--- config.mk ---
export PLATFORM = sky130hd
export DESIGN_NAME = capture_controller
export DESIGN_NICKNAME = d
export VERILOG_FILES = /design/src/rtl/capture_controller_pkg.sv /design/src/rtl/capture_controller_wait_timer.sv /design/src/rtl/capture_controller.sv
export SDC_FILE = /design/constraint.sdc
export NUM_CORES = 1
export LEC_CHECK = 0
export ABC_AREA = 0
export CAP_MARGIN = 20
export CELL_PAD_IN_SITES_DETAIL_PLACEMENT = 0
export CELL_PAD_IN_SITES_GLOBAL_PLACEMENT = 1
export CORE_MARGIN = 5
export CORE_UTILIZATION = 39
export DETAILED_ROUTE_END_ITERATION = 12
export PLACE_DENSITY = 0.74
export SLEW_MARGIN = 20
export SYNTH_ARGS = -nofsm -noshare
export SYNTH_HDL_FRONTEND = slang
export SYNTH_HIERARCHICAL = 1
export SYNTH_SLANG_ARGS = --single-unit
--- constraint.sdc ---
create_clock -name i_clock -period 3.65 [get_ports i_clock]
set_input_delay 0.365 -clock i_clock [delete_from_list [all_inputs] [get_ports i_clock]]
set_output_delay 0.365 -clock i_clock [all_outputs]
set_load 0.05 [all_outputs]
--- src/rtl/capture_controller_pkg.sv ---
// capture_controller_pkg: state encoding, sizing defaults and the counter width helper
package capture_controller_pkg;
  localparam logic [3:0] ST_IDLE   = 4'd0;
  localparam logic [3:0] ST_ARM    = 4'd1;
  localparam logic [3:0] ST_FILL   = 4'd2;
  localparam logic [3:0] ST_SEND   = 4'd3;
  localparam logic [3:0] ST_TXWAIT = 4'd4;
  localparam logic [3:0] ST_DROP   = 4'd5;
  localparam logic [3:0] ST_RISE   = 4'd6;
  localparam logic [3:0] ST_DONE   = 4'd7;
  localparam logic [3:0] ST_ERROR  = 4'd8;
  localparam int MEM_SIZE = 1024;
  localparam int DEFAULT_SAMPLE_COUNT = MEM_SIZE;
  function automatic int count_width(input int n);
    return (n < 1) ? 1 : $clog2(n + 1);
  endfunction
endpackage

--- src/rtl/capture_controller_wait_timer.sv ---
// wait_timer: clearable up-counter that stops at a programmable terminal value
module wait_timer #(
  parameter int WIDTH = 8
) (
  input  logic             i_clock,
  input  logic             i_reset,
  input  logic             clear,
  input  logic             enable,
  input  logic [WIDTH-1:0] limit,
  output logic [WIDTH-1:0] value,
  output logic             hit
);
  assign hit = value == limit;
  always_ff @(posedge i_clock or negedge i_reset)
    if (!i_reset) value <= '0;
    else if (clear) value <= '0;
    else if (enable && !hit) value <= value + 1'b1;
endmodule

--- src/rtl/capture_controller.sv ---
// capture_controller: arms the sampler, fills its buffer, then drains it byte by byte into the transmitter
module capture_controller
  import capture_controller_pkg::*;
#(
  parameter int DATA_SIZE      = 8,
  parameter int SAMPLE_COUNT   = DEFAULT_SAMPLE_COUNT,
  parameter int SETTLE_CYCLES  = 16,
  parameter int TIMEOUT_CYCLES = 1048576
) (
  input  logic                                 i_clock,
  input  logic                                 i_reset,
  input  logic                                 i_start,
  input  logic                                 i_abort,
  output logic                                 o_adc_init,
  output logic                                 o_gate,
  output logic                                 o_next,
  input  logic [DATA_SIZE-1:0]                 i_smp_data,
  input  logic                                 i_smp_valid,
  output logic [DATA_SIZE-1:0]                 o_tx_data,
  output logic                                 o_tx_start,
  input  logic                                 i_tx_busy,
  output logic                                 o_busy,
  output logic                                 o_done,
  output logic                                 o_error,
  output logic [count_width(SAMPLE_COUNT)-1:0] o_count
);
  localparam int CW = count_width(SAMPLE_COUNT);
  localparam int TW = count_width((SETTLE_CYCLES > TIMEOUT_CYCLES ? SETTLE_CYCLES : TIMEOUT_CYCLES) - 1);
  logic [3:0]    state, state_next;
  logic [CW-1:0] count_next;
  logic [TW-1:0] timer_value, timer_limit;
  logic timer_hit, waiting, active_next;
  logic latch, launch, advance, count_clear, count_inc;
  assign waiting = state inside {ST_FILL, ST_SEND, ST_TXWAIT, ST_DROP, ST_RISE};
  assign active_next = state_next inside {ST_ARM, ST_FILL, ST_SEND, ST_TXWAIT, ST_DROP, ST_RISE};
  assign timer_limit = (state == ST_ARM) ? TW'(SETTLE_CYCLES - 1) : TW'(TIMEOUT_CYCLES - 1);
  // one timer serves both the settle delay and the waiting-state timeout; any state change restarts it
  wait_timer #(.WIDTH(TW)) u_timer (
    .i_clock (i_clock),
    .i_reset (i_reset),
    .clear   (state_next != state),
    .enable  (waiting || state == ST_ARM),
    .limit   (timer_limit),
    .value   (timer_value),
    .hit     (timer_hit)
  );
  always_comb begin
    state_next  = state;
    latch       = 1'b0;
    launch      = 1'b0;
    advance     = 1'b0;
    count_clear = 1'b0;
    count_inc   = 1'b0;
    if (i_abort && state != ST_IDLE) state_next = ST_IDLE;
    else if (waiting && timer_hit) state_next = ST_ERROR;
    else
      case (state)
        ST_IDLE, ST_DONE, ST_ERROR:
          if (i_start) begin
            state_next  = ST_ARM;
            count_clear = 1'b1;
          end
        ST_ARM: if (timer_hit) state_next = ST_FILL;
        ST_FILL, ST_RISE:
          if (i_smp_valid) begin
            state_next = ST_SEND;
            latch      = 1'b1;
          end
        ST_SEND:
          if (!i_tx_busy) begin
            state_next = ST_TXWAIT;
            launch     = 1'b1;
          end
        // first TXWAIT cycle (timer still 0) is skipped so the busy rise can land
        ST_TXWAIT:
          if (timer_value != '0 && !i_tx_busy) begin
            count_inc = 1'b1;
            if (o_count == CW'(SAMPLE_COUNT - 1)) state_next = ST_DONE;
            else begin
              state_next = ST_DROP;
              advance    = 1'b1;
            end
          end
        ST_DROP: if (!i_smp_valid) state_next = ST_RISE;
        default: state_next = ST_IDLE;
      endcase
  end
  assign count_next = count_clear ? '0 :
                      (count_inc && o_count != CW'(SAMPLE_COUNT)) ? o_count + 1'b1 : o_count;
  always_ff @(posedge i_clock or negedge i_reset)
    if (!i_reset) begin
      state   <= ST_IDLE;
      o_count <= '0;
    end else begin
      state   <= state_next;
      o_count <= count_next;
    end
  always_ff @(posedge i_clock or negedge i_reset)
    if (!i_reset) begin
      o_adc_init <= 1'b0;
      o_gate     <= 1'b0;
      o_next     <= 1'b0;
      o_tx_start <= 1'b0;
      o_tx_data  <= '0;
      o_busy     <= 1'b0;
      o_done     <= 1'b0;
      o_error    <= 1'b0;
    end else begin
      o_adc_init <= active_next;
      o_busy     <= active_next;
      o_gate     <= state_next == ST_FILL;
      o_next     <= advance;
      o_tx_start <= launch;
      o_done     <= state_next == ST_DONE;
      o_error    <= state_next == ST_ERROR;
      if (latch) o_tx_data <= i_smp_data;
    end
endmodule
==> results of run 1 <==
-- final timing paths --
kind                                     end  slack, ns  cells after the start
max reg2reg                u_timer/value[15]       0.34                     15
min reg2reg                     o_tx_data[7]       0.52                      1
min in group i_clock            o_tx_data[7]       0.52                      1
min                             o_tx_data[0]       0.51                      2
max                        u_timer/value[15]       0.34                     15
max in group asynchronous         o_count[7]       2.35                      3
-- Yosys cell counts (all sizes together) --
master / number
dfrtp: 49
nor2: 29
xor2: 25
nor4: 22
nand3: 16
o21ai: 16
a21oi: 13
nand2: 12
and3: 11
buf: 11
mux2: 11
xnor2: 11
nor3: 10
or3: 6
inv: 5
nand4: 5
or4: 5
clkbuf: 4
nor2b: 4
o2111ai: 4
o21ba: 4
o31ai: 4
and2: 3
ha: 3
nand2b: 3
nor4b: 3
nor3b: 2
o31a: 2
a211o: 1
a211oi: 1
a22oi: 1
a2bb2oi: 1
a31oi: 1
and4b: 1
conb: 1
maj3: 1
mux2i: 1
o211ai: 1
o21a: 1
o22ai: 1
or4b: 1
-- logic make-up after synthesis --
logic type	Yosys count	synth area share, %
buf+inv	20	4.36
compound gates	51	11.9
mux	12	5.46
other cells	1	0.122
xor+xnor	36	10.3
fa+ha+maj	4	1.59
flops	49	39.9
simple gates	133	26.4
-- metrics by stage --
step	cells	instance area, sq um	hold WS, ns	setup WS (ns)
2_1_floorplan	309	3100	0.0694	0.0391
4_1_cts	456	3710	0.520	0.0752
6_report	458	3750	0.513	0.336
3_3_place_gp	447	3580	0.324	0.279
5_1_grt	458	3750	0.534	0.0693
3_5_place_dp	447	3580	0.324	0.115
-- critical path, cell delays in order, from the launching register on --
cell and delay, ns:
dfrtp_1 0.40, nor2_2 0.24, nand3_4 0.10, buf_4 0.20, xor2_1 0.16, nor4_2 0.29
nand3_2 0.13, nor2_2 0.23, nor4b_4 0.30, o21ba_2 0.22, nor4_1 0.05, a211o_1 0.23
o211ai_1 0.09, buf_4 0.23, nor2b_1 0.06, mux2_4 0.26
-- cell usage in the layout (no fill, tap or decap), types with 3 or more instances in the layout --
cell type         n
a21oi_1          12
o21ba_2           4
mux2_4            9
nand3_1          13
nor4_1           14
nand2_1          12
and2_1            3
conb_1            4
o31ai_1           4
or4_1             5
or3_1             6
o21ai_0          13
xor2_1           25
and3_1            9
nor3_1            9
clkdlybuf4s50_1  38
nor2b_1           4
nand4_1           5
dfrtp_1          49
nand2b_1          3
buf_4            14
ha_1              3
clkbuf_8          6
nor2_1           26
xnor2_1          11
inv_1             5
nor4_2            8
o2111ai_1         4
nor2_2            3
-- sequential cells by signal, indices dropped and copies added (netlist names) --
name	cells
o_busy	1
o_count	11
o_done	1
o_error	1
o_gate	1
o_next	1
o_tx_data	8
o_tx_start	1
state	4
u_timer/value	20
-- power by group --
part,total (mW),internal [mW],leakage (nW),switching (mW)
clock network,0.419,0.223,0.0574,0.196
registers,0.618,0.582,0.678,0.0356
logic,0.922,0.344,0.810,0.578
-- per-layer routing --
| layer | part of all wire [%] | wire length [um] | vias up |
|---|---|---|---|
| li1 | - | - | 1214 |
| met1 | 49 | 3510 | 1211 |
| met2 | 45 | 3230 | 59 |
| met3 | 4.8 | 342 | 6 |
| met4 | 1.4 | 99 | 0 |
| met5 | 0 | 0 | - |
-- cell type report --
class	instances	area share, %
Clock buffer	6	2.20
Clock inverter	2	1.00
Inverter	5	0.501
Multi-Input combinational cell	240	46.8
Sequential cell	49	32.7
Tap cell	102	3.40
Timing Repair Buffer	54	13.4
-- what timing repair did --
| action | 4_1_cts | 5_1_grt |
|---|---|---|
| hold buffers | 1 | 0 |
| buffers inserted | 0 | 2 |
| hold endpoints to repair | 16 | 0 |
| resized for setup | 0 | 4 |
| endpoints found under the setup margin | 0 | 12 |
==> metrics.yaml, run 1 <==
crit_fanout: 15
utilization_pct: 48.8
via_count: 2490
cp_data_arrival_time_ns: 3.51
cts_tree: "yes"
max_freq_mhz: 302
fin_crit_sh_pct: 90.8
area_growth_pct: 22.0
coreArea_sq_mm: 0.00769
power_mw: 1.96
start_kind: "flop"
status: "completed"
grt_setup_unrepaired: "no"
synthesis.area_sq_mm: 0.00307
finClkSkew_ns: 0.00888
crit_required_ns: 3.84
ys_top_cells_by_area: "dfrtp_1 40%, xor2_1 7.1%, mux2_4 4.4%"
hold_path_class: "primary input to async pin"
ys_seq_elements: 49
dr.pass1.iters: 4
grt_use_met2_pct: 21.6
crit_type: "flop to flop"
cp-end-kind: "flop"
nFillCells: 735
drv_cap: 0
maxSlewHeadroom_pct: 45.1
worst_ir_drop_vdd_v: 0.000282
num_rows: 32
synth.distinct_cells: 54
drc: 0
routedWlPerCell_um: 15.7
nNetsFinal: 372
power_density_mw_per_mm2: 522
p_leak_nw: 1.55
avgSynthCellArea_sq_um: 10.0
grt-ovfl-total: 0
die-area_sq_mm: 0.00975
hold_violations: 0
insertion_delay_ns: 0.31
grt_busiest_layer: "met1"
register_area_sq_mm: 0.00123
synth_largest_area_cell: "dfrtp_1"
grt_pass1_vias: 2372
antenna_left: 0
crit_start: "state[1]"
slew_violations: 0
antenna_found_initial: 0
grt_max_degree: 34
routed_via_density: 5.44
synthCells: 306
grt_use_met1_pct: 22.9
cts_buffers: 5
cts_htree_levels: 2
top_level_ports: 40
io_buffers: 39
met3_usage_pct: 3.11
period_needed_ns: 3.31
drtIter0Drc: 100
clock-sinks: 49
rr_startpoint: "state[1]"
drt_wl_total_um: 7180
die_x_um: 98.8
synth.top_cell.area_share_pct: 39.9
ys_seq_area_share_pct: 39.9
grt_pass1_wl_um: 12100
tightest_slew_ns: 0.824
start_util_pct: 40.0
clk_pin_slew_ns: 0.10
cts_buffer_depth: 2
yosys_warnings: 6
multi_input_area_sq_mm: 0.00176
antenna_cells: 0
cts_root_buf: "clkbuf_8"
setup-tns-final_ns: 0
setup_viol: 0
dieHeight_um: 98.8
place_congestion: 0.831
grt_usage_pct: 15.1
hpwl_um: 5020
drive_above_1_share_pct: 18.0
(Power assumes the default switching activity.)
==> inputs of run 2 (changes only) <==
CORE_MARGIN = 3   (was 5)
==> run 2 against run 1 <==
Net effect:
- core utilization increased by 1.4 points
- sequential power hardly changed
- hold slack improved by 0.00072 ns
- first-iteration DRC count is 38% higher
- sequential share of layout area grew 0.11 points
- sequential cell count did not move
- highest routed layer unchanged
- critical path depth fell by 1
==> metrics.yaml, run 2 (synthesized netlist as in run 1, its figures left out) <==
path_cells: "nor2_1 > nand3_4 > buf_12 > xor2_1 > nor4_2 > nand3_2 > nor2_2 > nor4b_4 > o21ba_2 > nor4_1 > a211o_1 > o211ai_1 > buf_4 > o21ba_2"
cts_htree_levels: 2
worst_ir_drop_vdd_v: 0.000266
utilization_pct: 50.2
hold_path_class: "flop to flop"
clk_pin_slew_ns: 0.09
cp_top_family: "simple AND/OR/NAND/NOR gates"
fin_cells: 454
setup_viol: 0
fin_crit_sh_pct: 91.8
largest_reg_flops: 20
cts_root_buf: "clkbuf_8"
crit_required_ns: 3.85
power_density_mw_per_mm2: 523
drive_above_1_share_pct: 17.2
maxSlewHeadroom_pct: 46.3
routed_via_density: 5.49
place_congestion: 0.892
top_regs: "u_timer/value: 20 flops, o_count: 11 flops, o_tx_data: 8 flops"
io_buffers: 39
p_leak_nw: 1.54
max_freq_mhz: 298
insertion_delay_ns: 0.31
grt_setup_unrepaired: "no"
cts_buffer_depth: 2
start_util_pct: 41.3
hpwl_um: 4940
grt_pass1_wl_um: 11700
antenna_cells: 0
via_count: 2494
drc: 0
critPathMaxStageDelay_ns: 0.38
dieHeight_um: 94.8
setup-tns-final_ns: 0
cts_tree: "yes"
crit_buf_inv: 2
dr.pass1.iters: 4
drt_wl_total_um: 6980
post_dp_cell_area_sq_mm: 0.00357
register_area_sq_mm: 0.00123
clock-sinks: 49
grt_max_degree: 32
period_needed_ns: 3.35
num_rows: 31
crit_fanout: 15
antenna_left: 0
grt_pass1_vias: 2331
finish.instance_area_sq_mm: 0.00374
cts_buffers: 5
crit_top_cell: "o21ba_2"
finClkSkew_ns: 0.0123
grt-ovfl-total: 0
crit_type: "flop to flop"
area_growth_pct: 21.6
drtIter0Drc: 138
status: "completed"
antenna_found_initial: 0
die_x_um: 94.8
final_cell_mix: "49 x dfrtp_1, 38 x clkdlybuf4s50_1, 26 x nor2_1, 25 x xor2_1, 14 x nor4_1"
drv_cap: 0
slew_violations: 0
nFillCells: 729
die-area_sq_mm: 0.00898
dp.cells: 443
start_kind: "flop"
whs_ns: 0.514
cp_data_arrival_time_ns: 3.55
multi_input_area_sq_mm: 0.00175
hold_violations: 0
final_common_cell: "dfrtp_1"
top_register: "u_timer/value"
grt_usage_pct: 16.3
cp-end-kind: "flop"
tightest_slew_ns: 0.805
routedWlPerCell_um: 15.4
slowest_stage: "dfrtp_1"
nNetsFinal: 371
coreArea_sq_mm: 0.00745
top_level_ports: 40
-- run 2: cell types whose count changed in the layout (fill, tap and decap cells not counted), sizes merged --
cell / previous run / this run
buf: 15 / 14
clkinv: 0 / 1
clkinvlp: 1 / 0
-- run 2: metal layers --
layer	wire, um	track usage (%)	up-vias	share of wire (%)
li1	-	-	1207	-
met1	3400	23.5	1214	49
met2	3180	24.7	68	46
met3	341	3.43	5	4.9
met4	66	4.33	0	0.95
met5	0	0	-	0
-- run 2: worst reg2reg max path, stage by stage (launching register included) --
cell      delay (ns)
dfrtp_1         0.38
nor2_1          0.26
nand3_4         0.11
buf_12          0.17
xor2_1          0.18
nor4_2          0.31
nand3_2         0.14
nor2_2          0.21
nor4b_4         0.30
o21ba_2         0.24
nor4_1          0.05
a211o_1         0.24
o211ai_1        0.23
buf_4           0.26
o21ba_2         0.17
-- run 2: worst paths after layout --
kind                              start  slack (ns)  cells after the start           endpoint
min                        o_tx_data[6]        0.51                      1       o_tx_data[6]
min in group asynchronous       i_reset        0.52                      2       o_tx_data[1]
max                            state[1]        0.30                     14  u_timer/value[11]
min reg2reg                o_tx_data[6]        0.51                      1       o_tx_data[6]
max reg2reg                    state[1]        0.30                     14  u_timer/value[11]
max in group asynchronous       i_reset        2.37                      3           state[2]
-- run 2: repair_timing --
item | in CTS | in global routing
setup buffers | 0 | 2
gates resized for setup | 0 | 3
endpoints found under the setup margin | 0 | 20
endpoints found under the hold margin | 4 | 0
hold buffers | 1 | 0
-- run 2: final cells by class --
cell class              instances  area share [%]
clock inverters                 2            1.04
flip-flops and latches         49            32.8
repair buffers                 53            13.5
multi-input cells             240            46.9
clock buffers                   6            1.94
well taps                      99            3.32
inverters                       5           0.502
-- run 2: stage by stage --
step / power, mW / setup WS (ns)
after floorplan: 1.31 / 0.0391
after global placement: 1.51 / 0.203
after detailed placement: 1.52 / 0.0994
after CTS: 1.93 / 0.0757
after global routing: 2.08 / 0.0564
final: 1.95 / 0.298
-- run 2: report_power, final --
part	internal [mW]	switching, mW
clock network	0.206	0.188
logic	0.360	0.585
registers	0.582	0.0327
==> inputs of run 3 (changes only) <==
CORE_UTILIZATION = 38   (was 39)
SYNTH_HIERARCHICAL = unset   (was 1)
==> run 3 against run 2 <==
Net effect:
- the run now ends with hold timing left
- clock power fell by 18%
- highest routed layer unchanged
- sequential power shrank 2%
- sequential share of layout area is 3.1 points higher
- core utilization shrank 1.5 points
- largest power group is now sequential cells
- critical path type unchanged
- via count down 11%
- power fell by 28%
- first-iteration DRC count decreased by 8.0%
==> metrics.yaml, run 3 <==
final_common_cell: "dfrtp_1"
start_util_pct: 40.5
postCtsSetupBuffers: 0
cts_tree: "yes"
clock-sinks: 49
ys_top_cells_by_area: "dfrtp_1 43%, xor2_1 4.9%, nor2_2 4.4%"
synth_commonest_cells: "49 x dfrtp_1, 26 x nor2_1, 20 x nor2_2, 17 x nand3_1, 16 x xor2_1"
grt_max_degree: 32
utilization_pct: 48.7
dr.pass1.iters: 4
fin_crit_sh_pct: 77.5
maxSlewHeadroom_pct: 52.6
grt-ovfl-total: 0
synth_top_family_by_area: "simple AND/OR/NAND/NOR gates"
ys_seq_area_share_pct: 43.2
dp.cells: 416
slew_violations: 0
synth.top_cell.area_share_pct: 43.2
grt_usage_pct: 15.6
drive_above_1_share_pct: 14.4
cp_data_arrival_time_ns: 3.07
finClkSkew_ns: 0.00360
crit_fanout: 16
cts_buffers: 5
setup_ws_ns: 0.820
violations: "hold timing"
crit_required_ns: 3.89
hpwl_um: 4650
synthAdderAreaFrac_pct: 1.76
max_freq_mhz: 353
synthesis.area_sq_mm: 0.00284
r2r_cells: 9
drv_cap: 0
drt_wl_total_um: 6290
hold_violations: 5
start_kind: "flop"
async_reset_ff_share_pct: 100
ys_seq_elements: 49
synth.most_common_cell: "dfrtp_1"
synth_xor_area_share_pct: 9.51
cts_buffer_depth: 2
synth_compound_area_share_pct: 8.76
routed_via_density: 5.26
p_leak_nw: 1.40
cts_root_buf: "clkbuf_8"
yosys_warnings: 0
synth_flop_cell: "dfrtp_1"
antenna_left: 0
top_register: "u_timer.value"
grt_pass1_vias: 2110
antenna_cells: 0
yosys-mux-area-fraction_pct: 3.92
drtIter0Drc: 127
cts-resized-gates: 0
setup_viol: 0
grt_pass1_wl_um: 10800
die_x_um: 92.5
avgSynthCellArea_sq_um: 9.94
cp-end-kind: "flop"
insertion_delay_ns: 0.30
top_level_ports: 40
largest_reg_flops: 20
num_rows: 30
syn_nets: 304
period_needed_ns: 2.83
hold_path_class: "primary input to async pin"
pre_cts_slack_ns: 0.432
yosys.area_share.simple_pct: 29.1
nNetsFinal: 345
fin_cells: 423
synth_largest_area_cell: "dfrtp_1"
clk_pin_slew_ns: 0.08
status: "complete, but fails checks"
final_cell_mix: "49 x dfrtp_1, 38 x clkdlybuf4s50_1, 26 x nor2_1, 20 x nor2_2, 17 x nand3_1"
coreArea_sq_mm: 0.00702
drc: 0
worst_ir_drop_vdd_v: 0.000225
crit_type: "flop to flop"
cts_htree_levels: 2
cts.hold.buffers_added: 0
routedWlPerCell_um: 14.9
power_density_mw_per_mm2: 412
antenna_found_initial: 0
setup-tns-final_ns: 0
die-area_sq_mm: 0.00855
synthCells: 286
top_regs: "u_timer.value: 20 flops, o_count: 11 flops, o_tx_data: 8 flops"
area_growth_pct: 20.3
dieHeight_um: 92.5
grt_setup_unrepaired: "no"
place_congestion: 0.838
whs_ns: -0.00355
via_count: 2227
tightest_slew_ns: 0.706
io_buffers: 39
synth.distinct_cells: 58
synth-edff-count: 0
-- run 3: area by class of cell --
cell class / instances / area, sq um
fillers: 666 / 3600
inverters: 10 / 37.5
clock buffers: 7 / 86.3
well taps: 96 / 120
multi-input cells: 216 / 1520
repair buffers: 45 / 430
flip-flops and latches: 49 / 1230
-- run 3: cells by family after synthesis --
family,after synthesis
compound gates,31
mux,10
simple gates,141
flops,49
fa+ha+maj,4
buf+inv,21
xor+xnor,30
-- run 3: path summary, 6_finish.rpt --
check,slack [ns],end,from
setup / recovery,0.82,u_timer.value[5],u_timer.value[0]
min in group i_clock,0.50,o_tx_data[7],o_tx_data[7]
setup reg to reg,0.82,u_timer.value[5],u_timer.value[0]
hold / removal,-0.004,u_timer.value[8],i_reset
max in group asynchronous,2.88,o_count[4],i_reset
hold reg to reg,0.50,o_tx_data[7],o_tx_data[7]
-- run 3: power breakdown --
part | total (mW) | leakage, nW | internal [mW] | switching, mW
clock network | 0.324 | 0.0443 | 0.151 | 0.173
logic | 0.483 | 0.680 | 0.170 | 0.313
registers | 0.603 | 0.679 | 0.565 | 0.0381
total | 1.41 | 1.40 | 0.885 | 0.524
-- run 3: routing by layer --
layer,up-vias,share of wire (%),GRT usage (%)
li1,1110,-,-
met3,7,4.3,3.09
met4,0,1.5,4.33
met5,-,0,0
met2,47,46,23.1
met1,1063,48,22.9
-- run 3: stage by stage --
stage,instance area (sq um),power (mW)
after floorplan,2840,1.00
after global placement,3320,1.08
after detailed placement,3320,1.08
after CTS,3410,1.41
after global routing,3420,1.50
final,3420,1.41
-- run 3: worst max-delay path: stages (launching register included) --
cell and delay (ns):
dfrtp_1 0.40, inv_1 0.10, ha_1 0.15, nor3b_1 0.40
a21oi_1 0.22, o41a_1 0.47, xnor2_2 0.19, o2111ai_4 0.40
buf_4 0.32, nor2_2 0.10
